$ cat config.mk
export PLATFORM = sky130hd
export DESIGN_NAME = uc_multiciclo
export DESIGN_NICKNAME = d
export VERILOG_FILES = /design/src/rtl/uc_multiciclo.sv
export SDC_FILE = /design/constraint.sdc
export NUM_CORES = 1
export LEC_CHECK = 0
export ABC_AREA = 1
export CAP_MARGIN = 20
export CORE_ASPECT_RATIO = 1.25
export CORE_MARGIN = 4
export CORE_UTILIZATION = 35
export DETAILED_ROUTE_END_ITERATION = 8
export PLACE_DENSITY = 0.79
export SYNTH_ARGS = -nofsm -noshare
export SYNTH_HDL_FRONTEND = slang
export SYNTH_SLANG_ARGS = --single-unit
$ cat constraint.sdc
create_clock -name clk_UC -period 2.1 [get_ports clk_UC]
set_input_delay 0.315 -clock clk_UC [delete_from_list [all_inputs] [get_ports clk_UC]]
set_output_delay 0.315 -clock clk_UC [all_outputs]
set_load 0.005 [all_outputs]
$ cat src/rtl/uc_multiciclo.sv
`default_nettype none
// ============================================================================
// Module  : uc_multiciclo
// Brief   : Multicycle RV32I control unit with a shared req/ack memory port,
//           wait-state timeout and a sticky fault state.
// Rev     : 1.0
// ============================================================================
module uc_multiciclo #(
  parameter int MEM_TIMEOUT = 16,
  parameter int CNT_W       = 5
) (
  input  logic        clk_UC,
  input  logic        rst_UC,
  input  logic [31:0] instr_UC,
  input  logic        zero_UC,
  input  logic        memAck_UC,
  output logic        memReq_UC,
  output logic        memWrite_UC,
  output logic        adrSrc_UC,
  output logic        irWrite_UC,
  output logic        pcWrite_UC,
  output logic        regWrite_UC,
  output logic        branch_UC,
  output logic [1:0]  aluSrcA_UC,
  output logic [1:0]  aluSrcB_UC,
  output logic [1:0]  resSrc_UC,
  output logic [1:0]  inmSrc_UC,
  output logic [2:0]  aluControl_UC,
  output logic [2:0]  type_UC,
  output logic [3:0]  state_UC,
  output logic        fault_UC
);

  localparam logic [3:0] S_FETCH  = 4'd0;
  localparam logic [3:0] S_DECODE = 4'd1;
  localparam logic [3:0] S_MEMADR = 4'd2;
  localparam logic [3:0] S_MEMRD  = 4'd3;
  localparam logic [3:0] S_MEMWB  = 4'd4;
  localparam logic [3:0] S_MEMWR  = 4'd5;
  localparam logic [3:0] S_EXECR  = 4'd6;
  localparam logic [3:0] S_EXECI  = 4'd7;
  localparam logic [3:0] S_ALUWB  = 4'd8;
  localparam logic [3:0] S_JAL    = 4'd9;
  localparam logic [3:0] S_BEQ    = 4'd10;
  localparam logic [3:0] S_FAULT  = 4'd11;

  localparam logic [6:0] c_op_load  = 7'b0000011;
  localparam logic [6:0] c_op_store = 7'b0100011;
  localparam logic [6:0] c_op_r     = 7'b0110011;
  localparam logic [6:0] c_op_i     = 7'b0010011;
  localparam logic [6:0] c_op_jal   = 7'b1101111;
  localparam logic [6:0] c_op_beq   = 7'b1100011;

  localparam logic [CNT_W-1:0] c_wait_max = CNT_W'(MEM_TIMEOUT - 1);

  logic [3:0]       r_state;
  logic [3:0]       w_next;
  logic [CNT_W-1:0] r_wait;
  logic             w_mem_state;
  logic [6:0]       w_op;
  logic [2:0]       w_f3;
  logic             w_req, w_mwr, w_irw, w_pcw, w_rw;
  logic             w_unused;

  assign w_op     = instr_UC[6:0];
  assign w_f3     = instr_UC[14:12];
  assign w_unused = ^{instr_UC[31], instr_UC[29:15], instr_UC[11:7]};

  assign w_mem_state = (r_state == S_FETCH) || (r_state == S_MEMRD) ||
                       (r_state == S_MEMWR);

  always_comb begin
    w_next = r_state;
    case (r_state)
      S_FETCH:  if (memAck_UC) w_next = S_DECODE;
      S_DECODE: begin
        case (w_op)
          c_op_load, c_op_store: w_next = S_MEMADR;
          c_op_r:                w_next = S_EXECR;
          c_op_i:                w_next = S_EXECI;
          c_op_jal:              w_next = S_JAL;
          c_op_beq:              w_next = S_BEQ;
          default:               w_next = S_FAULT;
        endcase
      end
      S_MEMADR: w_next = (w_op == c_op_load) ? S_MEMRD : S_MEMWR;
      S_MEMRD:  if (memAck_UC) w_next = S_MEMWB;
      S_MEMWB:  w_next = S_FETCH;
      S_MEMWR:  if (memAck_UC) w_next = S_FETCH;
      S_EXECR,
      S_EXECI:  w_next = S_ALUWB;
      S_ALUWB:  w_next = S_FETCH;
      S_JAL:    w_next = S_ALUWB;
      S_BEQ:    w_next = S_FETCH;
      S_FAULT:  w_next = S_FAULT;
      default:  w_next = S_FAULT;
    endcase
    // A late ack on the last allowed cycle still completes normally.
    if (w_mem_state && !memAck_UC && (r_wait == c_wait_max))
      w_next = S_FAULT;
  end

  always_ff @(posedge clk_UC) begin
    if (rst_UC) begin
      r_state <= S_FETCH;
      r_wait  <= '0;
    end else begin
      r_state <= w_next;
      if (w_next != r_state || !w_mem_state)
        r_wait <= '0;
      else
        r_wait <= r_wait + 1'b1;
    end
  end

  always_comb begin
    w_req         = 1'b0;
    w_mwr         = 1'b0;
    w_irw         = 1'b0;
    w_pcw         = 1'b0;
    w_rw          = 1'b0;
    adrSrc_UC     = 1'b0;
    branch_UC     = 1'b0;
    aluSrcA_UC    = 2'b10;
    aluSrcB_UC    = 2'b00;
    resSrc_UC     = 2'b00;
    aluControl_UC = 3'b000;
    case (r_state)
      S_FETCH: begin
        w_req      = 1'b1;
        aluSrcA_UC = 2'b00;
        aluSrcB_UC = 2'b10;
        resSrc_UC  = 2'b10;
        w_irw      = memAck_UC;
        w_pcw      = memAck_UC;
      end
      S_DECODE: begin
        aluSrcA_UC = 2'b01;
        aluSrcB_UC = 2'b01;
      end
      S_MEMADR: aluSrcB_UC = 2'b01;
      S_MEMRD: begin
        w_req     = 1'b1;
        adrSrc_UC = 1'b1;
      end
      S_MEMWB: begin
        resSrc_UC = 2'b01;
        w_rw      = 1'b1;
      end
      S_MEMWR: begin
        w_req     = 1'b1;
        w_mwr     = 1'b1;
        adrSrc_UC = 1'b1;
      end
      S_EXECR, S_EXECI: begin
        aluSrcB_UC = (r_state == S_EXECI) ? 2'b01 : 2'b00;
        case (w_f3)
          3'b000:  aluControl_UC = (r_state == S_EXECR && instr_UC[30]) ? 3'b001 : 3'b000;
          3'b010:  aluControl_UC = 3'b101;
          3'b100:  aluControl_UC = 3'b100;
          3'b110:  aluControl_UC = 3'b011;
          3'b111:  aluControl_UC = 3'b010;
          default: aluControl_UC = 3'b000;
        endcase
      end
      S_ALUWB: w_rw = 1'b1;
      S_JAL: begin
        aluSrcA_UC = 2'b01;
        aluSrcB_UC = 2'b10;
        w_pcw      = 1'b1;
      end
      S_BEQ: begin
        aluControl_UC = 3'b001;
        branch_UC     = 1'b1;
        case (w_f3)
          3'b000:  w_pcw = zero_UC;
          3'b001:  w_pcw = ~zero_UC;
          default: w_pcw = 1'b0;
        endcase
      end
      default: ;
    endcase
  end

  always_comb begin
    case (w_op)
      c_op_store: inmSrc_UC = 2'b01;
      c_op_beq:   inmSrc_UC = 2'b10;
      c_op_jal:   inmSrc_UC = 2'b11;
      default:    inmSrc_UC = 2'b00;
    endcase
  end

  // Strobes are suppressed for the whole reset cycle, whatever the state.
  assign memReq_UC   = w_req & ~rst_UC;
  assign memWrite_UC = w_mwr & ~rst_UC;
  assign irWrite_UC  = w_irw & ~rst_UC;
  assign pcWrite_UC  = w_pcw & ~rst_UC;
  assign regWrite_UC = w_rw  & ~rst_UC;
  assign type_UC     = w_f3;
  assign state_UC    = r_state;
  assign fault_UC    = (r_state == S_FAULT);

endmodule
`default_nettype wire

* Word level (Yosys, flattened, before mapping)
Index checks and enable logic that the tools add are counted.
** Cells by class
- Eq/ne operators :: 24
- Add/sub/neg operators :: 1
- Bitwise logic cells :: 7
- Reductions and logical operators :: 21
- Muxes and demuxes :: 23
** Operators with widths (count)
- 4-bit one-hot mux with 7 select lines :: 1
- 4-bit one-hot mux with 5 select lines :: 1
- 4-bit by 3-bit equality test with 1-bit output, second input constant :: 4
- 4-bit equality test, second input constant :: 4
- 4-bit 2-to-1 mux :: 4
- 2-bit OR reduction :: 8
- 3-bit one-hot mux with 5 select lines :: 1
- 7-bit by 6-bit equality test with 1-bit output, second input constant :: 2
- 7-bit equality test, second input constant :: 2
- 2-bit one-hot mux with 3 select lines :: 2
- 3-bit equality test, second input constant :: 3
- 3-bit OR reduction :: 3
- 4-bit by 2-bit equality test with 1-bit output, second input constant :: 2
- 1-bit 2-to-1 mux :: 8
- 2-bit one-hot mux with 2 select lines :: 2
- 7-bit by 2-bit equality test with 1-bit output, second input constant :: 1
- 7-bit by 5-bit equality test with 1-bit output, second input constant :: 1
- 3-bit one-hot mux with 2 select lines :: 1
- 5-bit by 1-bit adder with 5-bit output, second input constant :: 1
- 1-bit AND :: 5
- 5-bit by 4-bit equality test with 1-bit output, second input constant :: 1
- 4-bit by 1-bit equality test with 1-bit output, second input constant :: 1
- 4-bit logical NOT :: 1
- 4-bit inequality test :: 1
- other kinds (10) :: 16
** Word-level totals
- Flip-flop bits (word level) :: 9
- Input port bits :: 36
- Output and inout bits :: 26
- Logic and storage cells :: 78

* Longest topological paths before layout
Gate-level depths: netlist (run 1).
- Depth after elaboration :: 9
- Mapped depth :: 12
- Mapped depth without buffers :: 12

* Worst setup path before layout (run 1)
OpenSTA, ideal clock, no wires.
- Kind :: register to register
- Start :: register r_wait[0]
- End :: register r_wait[0]
- Stages on the path, launching flop included :: 13
- Data required time :: 2027 ps
- Path slack :: 488 ps
- Data arrival time :: 1539 ps
- Setup time :: 73 ps
- Path buffers :: 0
- Clock period less this slack :: 1612 ps
- Path through :: dfxtp_1 -> ha_1 -> and3_1 -> ha_1 -> inv_1 -> nor2_1 -> nand2_2 -> nand2_1 -> nor2_2 -> nand2_1 -> nand2_1 -> nand3_2 -> nor3_2
** Between the ends
- Cells in the longest elaborated chain, start to end :: 6
- Elaborated cells on any way between the ends :: 7
- Those cells by class :: add/sub (1); eq/ne (2); mux (1); reduce/logical (3)
** RTL lines
- start, declared :: RTL line 58 : logic [CNT_W-1:0] r_wait;
- start signal, assigned :: RTL line 112 : r_wait <= r_wait + 1'b1;
- 5-bit by 4-bit equality test with 1-bit output :: RTL line 99 : if (w_mem_state && !memAck_UC && (r_wait == c_wait_max))
- 1-bit logical AND :: RTL line 99
- 4-bit 2-to-1 mux :: RTL line 99
- 4-bit inequality test :: RTL line 109 : if (w_next != r_state || !w_mem_state)
- 1-bit logical OR :: RTL line 109
- 2-bit OR reduction (no line)
Parallel ways exist; a longest one is shown, timed or not.
A chain may end at the register's enable or synchronous reset.

* Worst setup path after layout (run 1)
- Start :: register r_state[2], in the netlist state_UC[2]
- End :: output aluControl_UC[2]
** Between the ends
- Cells in the longest elaborated chain, start to end :: 3
- Elaborated cells on any way between the ends :: 5
- Those cells by class :: eq/ne (3); mux (1); reduce/logical (1)
** RTL lines
- start, declared :: RTL line 56 : logic [3:0] r_state;
- start signal, assigned :: RTL line 108 : r_state <= w_next;
- 4-bit by 3-bit equality test with 1-bit output :: RTL line 128 : case (r_state)
- 2-bit OR reduction :: RTL line 128
- 3-bit one-hot mux with 2 select lines * :: RTL line 128
- end, declared :: RTL line 28 : output logic [2:0] aluControl_UC,
Mark *: on every way between the ends. The rest lies on a longest branch, timed or not.

==> impl_metrics.csv, run 1 <==
group,metric,value,unit
status,status,"complete, no violations",
synthesis,async_flop_share,0,%
synthesis,synth_seq_area_share,19.7,%
floorplanning,die_height,65.1,um
grt,grt_overflow,0,
synthesis,avgSynthCellArea,5.97,um2
sta,slew_violations,0,
floorplanning,start_util,36.9,%
power_and_ir_drop,p_leak,0.757,nW
power_and_ir_drop,p_total,1.60,mW
cts,htree_levels,1,
sta,fmaxAchievable,0.496,GHz
synthesis,synth_top_family_by_area,"simple AND/OR/NAND/NOR gates",
critical_path,worst_ep_arrival_time,1.70,ns
grt,track_usage,15.2,%
critical_path,required,1.78,ns
routing,final_antenna_net_count,0,
floorplanning,io_pins,62,
place,place_inst,235,
cts,cts_buffers,3,
critical_path,critPathCaptureType,"primary output",
layout,syn2layout_area_growth,66.7,%
synthesis,netlist_top_cells_area,"dfxtp_1 20%, nand2_1 12%, inv_1 11%",
power_and_ir_drop,p_sw,0.745,mW
power_and_ir_drop,seqPwrFrac,17.9,%
cts,cts.clk_slew.worst_paths,0.06,ns
critical_path,cp_max_fo,5,
sta,slew_headroom,84.9,%
place,io_buffers,40,
synthesis,yosysTopAreaCell,"dfxtp_1",
synthesis,synth_compound_area_share,9.86,%
power_and_ir_drop,switching_share,46.6,%
power_and_ir_drop,clkPwrFrac,8.3,%
critical_path,worstRegToRegCells,12,
power_and_ir_drop,peakVddDrop,0.899,mV
routing,drtIter0Drc,20,
sta,fin_skew,0.00275,ns
cts,clockBufferDepth,2,
synthesis,yosysMostFrequentCell,"nand2_1",
layout,drive_above_1_share,25.5,%
synthesis,synth_xor_area_share,2.88,%
cts,cts-root-buf,"clkbuf_4",
synthesis,yosysUniqueCellTypes,28,
synthesis,synth_commonest_cells,"30 x nand2_1, 26 x inv_1, 26 x nor2_1",
sta,period_minus_slack,2.02,ns
grt,grt_pass1_wl,4130,um
sta,worst_slack,0.0834,ns
routing,drt-wirelength-per-cell,10.5,um
place,place.gp.congestion,0.877,
routing,vias,1107,
synthesis,ys.flop_type,"dfxtp_1",
floorplanning,chipWidth,53.7,um
routing,drc,0,
synthesis,synth-simple-area-share,49.6,%
routing,firstDrtPassIters,4,
critical_path,crit_type,"flip-flop to primary output",
power_and_ir_drop,p_int,0.854,mW
power_and_ir_drop,power_frac_comb,73.8,%
synthesis,synth_fp_nets,191,
worst_hold_path,holdPathStages,1,
synthesis,yosysWarnings,0,
sta,rsz0062_at_grt,"yes",
cts,clkSinkCount,9,
floorplanning,dieArea,3500,um2
layout,nNetsFinal,247,
cts,cts_tree,"built",
place,preCtsSetupSlack,0.0178,ns
sta,setup_viol,0,
grt,grt_max_degree,8,
sta,period_share,96.0,%
grt,grt_pass1_vias,1092,
cts,cts_hold_buf,0,
power_and_ir_drop,p_per_area,1050,nW/um2
critical_path,cp-start-kind,"flip-flop",
synthesis,synth_area,913,um2
cts,clock_latency,0.26,ns
layout,antenna_cells,0,
synthesis,muxShareOfSynthArea,0,%
layout,stdcell_count,241,
floorplanning,row_count,20,
sta,worst_pin_slew,0.226,ns
synthesis,synth_edf_count,0,
synthesis,syn_inst,153,
floorplanning,core,2480,um2
run,max_cap_viol_count,0,
place,dp_hpwl,2020,um
grt,antenna_found_initial,0,
worst_hold_path,hold_path.class,"flip-flop to flip-flop",
synthesis,synth.top_cell.area_share,19.7,%
routing,wirelength,2530,um
synthesis,synthAdderAreaFrac,2.74,%
sta,hold_viol_final,0,
synthesis,synth-seq-cells,9,
routing,via_per_inst,4.59,
[through the flow]
step / instance area [um2] / hold WS (ns) / util [%] / TNS (ns)
final: 1520 / 0.472 / 61.5 / 0
after global routing: 1520 / 0.497 / 61.5 / -0.00329
after detailed placement: 1430 / 0.473 / 57.6 / 0
after CTS: 1490 / 0.481 / 60.0 / 0
after global placement: 1430 / 0.461 / 57.6 / 0
after floorplan: 913 / 0.439 / - / 0
[layout by cell type (no fill, tap or decap), drive strengths merged, types with 4 or more instances in the layout]
master,instances
a21oi,8
nor3,6
inv,30
nand2,34
buf,15
clkbuf,4
nand3,17
nor2,31
clkdlybuf4s50,34
dfxtp,9
[power by group through the flow]
| stage | logic (mW) | clock network [mW] | registers, mW |
|---|---|---|---|
| 5_1_grt | 1.31 | 0.149 | 0.291 |
| 3_5_place_dp | 1.11 | 0 | 0.259 |
| 6_report | 1.18 | 0.133 | 0.286 |
| 2_1_floorplan | 0.634 | 0 | 0.257 |
| 3_3_place_gp | 1.11 | 0 | 0.258 |
| 4_1_cts | 1.16 | 0.139 | 0.285 |
[worst paths after layout]
kind	start	slack, ns	to
min	r_wait[0]$_SDFF_PP0_	0.47	r_wait[0]$_SDFF_PP0_
max	state_UC[2]$_SDFF_PP0_	0.08	aluControl_UC[2]
min reg2reg	r_wait[0]$_SDFF_PP0_	0.47	r_wait[0]$_SDFF_PP0_
max reg2reg	r_wait[0]$_SDFF_PP0_	0.30	r_wait[0]$_SDFF_PP0_
[critical path, stage by stage, from the launching register on]
cell	delay, ns
dfxtp_4	0.37
inv_2	0.06
nor2_4	0.09
buf_4	0.14
nand2_1	0.11
nor4_2	0.14
clkdlybuf4s50_1	0.54
[cell type report]
cell class	count	area, um2
Timing Repair Buffer	55	517
Fill cell	224	955
Multi-Input combinational cell	110	631
Tap cell	33	41.3
Clock buffer	4	26.3
Inverter	30	113
Sequential cell	9	195
[state kept, by name (all words and copies together) (netlist names)]
signal,cells
r_wait,5
state_UC,4
[timing repair]
action,in CTS,in global routing
endpoints found under the setup margin,7,6
setup buffers,1,1
pin swaps,2,2
gates resized for setup,16,10
[layer usage]
layer	share of wire [%]	vias up	track usage, %
met1	40	483	15.9
met5	0	-	0
li1	-	588	-
met4	1.9	0	7.03
met3	5.3	6	1.81
met2	53	30	28.5
[logic make-up after synthesis]
| group | count (synthesis) |
|---|---|
| flip-flops | 9 |
| adder cells (fa/ha/maj) | 2 |
| XOR/XNOR | 3 |
| AND/OR/NAND/NOR | 91 |
| AO/OA/AOI/OAI | 14 |
| buffers and inverters | 34 |
No activity file was read; power rests on OpenSTA's default activity.
==> run 2: changes to the inputs <==
--- a/config.mk
+++ b/config.mk
@@ -9,9 +9,10 @@
 export CAP_MARGIN = 20
 export CORE_ASPECT_RATIO = 1.25
 export CORE_MARGIN = 4
-export CORE_UTILIZATION = 35
+export CORE_UTILIZATION = 36
+export CTS_BUF_LIST = sky130_fd_sc_hd__clkbuf_8
 export DETAILED_ROUTE_END_ITERATION = 8
-export PLACE_DENSITY = 0.79
+export PLACE_DENSITY = 0.81
 export SYNTH_ARGS = -nofsm -noshare
 export SYNTH_HDL_FRONTEND = slang
 export SYNTH_SLANG_ARGS = --single-unit
==> impl_metrics.csv, run 2 (same netlist as run 1, synthesis figures left out) <==
group,metric,value,unit
routing,final_antenna_net_count,0,
sta,fin_skew,0.00140,ns
grt,grt_pass1_wl,4380,um
sta,slew_headroom,84.3,%
grt,track_usage,16.6,%
layout,regMostFlops,"r_wait",
routing,drtIter0Drc,39,
sta,period_share,97.1,%
layout,final_common_cell,"clkdlybuf4s50_1",
layout,syn2layout_area_growth,71.5,%
layout,nNetsFinal,248,
floorplanning,row_count,20,
critical_path,cp-start-kind,"flip-flop",
power_and_ir_drop,p_leak,0.786,nW
floorplanning,die_height,64.3,um
floorplanning,core,2430,um2
critical_path,worst_ep_arrival_time,1.72,ns
layout,layout_common_cells,"35 x clkdlybuf4s50_1, 29 x nand2_1, 26 x inv_1, 23 x nor2_1",
cts,clkSinkCount,9,
sta,fmaxAchievable,0.491,GHz
cts,cts-root-buf,"clkbuf_8",
run,max_cap_viol_count,0,
layout,antenna_cells,0,
cts,cts.clk_slew.worst_paths,0.04,ns
sta,hold_viol_final,0,
critical_path,critPathCaptureType,"primary output",
grt,grt_max_degree,8,
floorplanning,chipWidth,53.1,um
cts,cts_tree,"built",
cts,clockBufferDepth,2,
routing,vias,1147,
floorplanning,start_util,37.6,%
floorplanning,dieArea,3410,um2
power_and_ir_drop,peakVddDrop,0.712,mV
sta,slew_violations,0,
cts,clock_latency,0.23,ns
grt,grt_pass1_vias,1085,
sta,period_minus_slack,2.04,ns
power_and_ir_drop,p_per_area,1080,nW/um2
grt,grt_overflow,0,
routing,firstDrtPassIters,4,
routing,wirelength,2630,um
cts,cts_hold_buf,0,
place,io_buffers,40,
grt,antenna_found_initial,0,
sta,holdWs,0.487,ns
critical_path,cp_max_fo,4,
status,status,"complete, no violations",
cts,cts_buffers,3,
routing,drt-wirelength-per-cell,10.9,um
worst_hold_path,hold_path.class,"flip-flop to flip-flop",
place,preCtsSetupSlack,0.00151,ns
routing,drc,0,
floorplanning,io_pins,62,
place,dp_hpwl,2080,um
sta,worst_slack,0.0618,ns
critical_path,required,1.78,ns
critical_path,crit_type,"flip-flop to primary output",
cts,htree_levels,1,
routing,via_per_inst,4.74,
sta,worst_pin_slew,0.235,ns
sta,setup_viol,0,
layout,largest_register_ffs,5,
place,place.gp.congestion,0.865,
layout,drive_above_1_share,24.9,%
==> run 2: per-stage QoR <==
step | util (%) | area (um2) | std cells | TNS [ns] | power [mW]
final | 64.5 | 1570 | 242 | 0 | 1.69
after detailed placement | 58.8 | 1430 | 235 | 0 | 1.40
after CTS | 63.2 | 1540 | 242 | -0.0214 | 1.67
after global routing | 64.5 | 1570 | 242 | -0.0151 | 1.84
after global placement | 58.8 | 1430 | 235 | 0 | 1.39
after floorplan | - | 913 | 153 | 0 | 0.891
==> run 2: path summary, 6_finish.rpt <==
path	startpoint	to	slack [ns]	depth (start not counted)
setup / recovery	state_UC[2]$_SDFF_PP0_	aluControl_UC[2]	0.06	6
hold / removal	r_wait[0]$_SDFF_PP0_	r_wait[0]$_SDFF_PP0_	0.49	1
setup reg to reg	r_wait[0]$_SDFF_PP0_	r_wait[2]$_SDFF_PP0_	0.28	12
hold reg to reg	r_wait[0]$_SDFF_PP0_	r_wait[0]$_SDFF_PP0_	0.49	1
==> run 2: worst max-delay path: stages (launching register included) <==
cell and delay, ns:
dfxtp_4 0.37, inv_2 0.06, nor2_4 0.14, buf_12 0.12
nand2_1 0.09, nor4_2 0.16, clkdlybuf4s50_1 0.54
==> run 2: what timing repair did <==
action                     CTS  global route
gates resized for setup     13            10
pin swaps                    1             2
setup endpoints to repair    6             6
buffers inserted             3             0
==> run 2: routing by layer <==
metal | vias up | wire [um] | global-route usage (%) | part of all wire (%)
met5 | - | 0 | 0 | 0
met4 | 0 | 48 | 7.03 | 1.8
met3 | 7 | 170 | 2.10 | 6.5
met2 | 38 | 1340 | 30.3 | 51
met1 | 507 | 1070 | 18.5 | 41
li1 | 595 | - | - | -
==> run 2: final cells by class <==
cell class                 instances  area (um2)
tap                               33        41.3
multi-input combinational        110         631
clock inverter                     1        3.75
fill                             234         861
timing repair buffer              56         542
clock buffer                       3        41.3
sequential                         9         195
inverter                          30         113
==> run 2: power by group <==
| part | switching (mW) | leakage [nW] | internal (mW) |
|---|---|---|---|
| clock network | 0.0655 | 0.0269 | 0.127 |
| logic | 0.629 | 0.683 | 0.575 |
| registers | 0.0669 | 0.0760 | 0.223 |
| total | 0.762 | 0.786 | 0.925 |
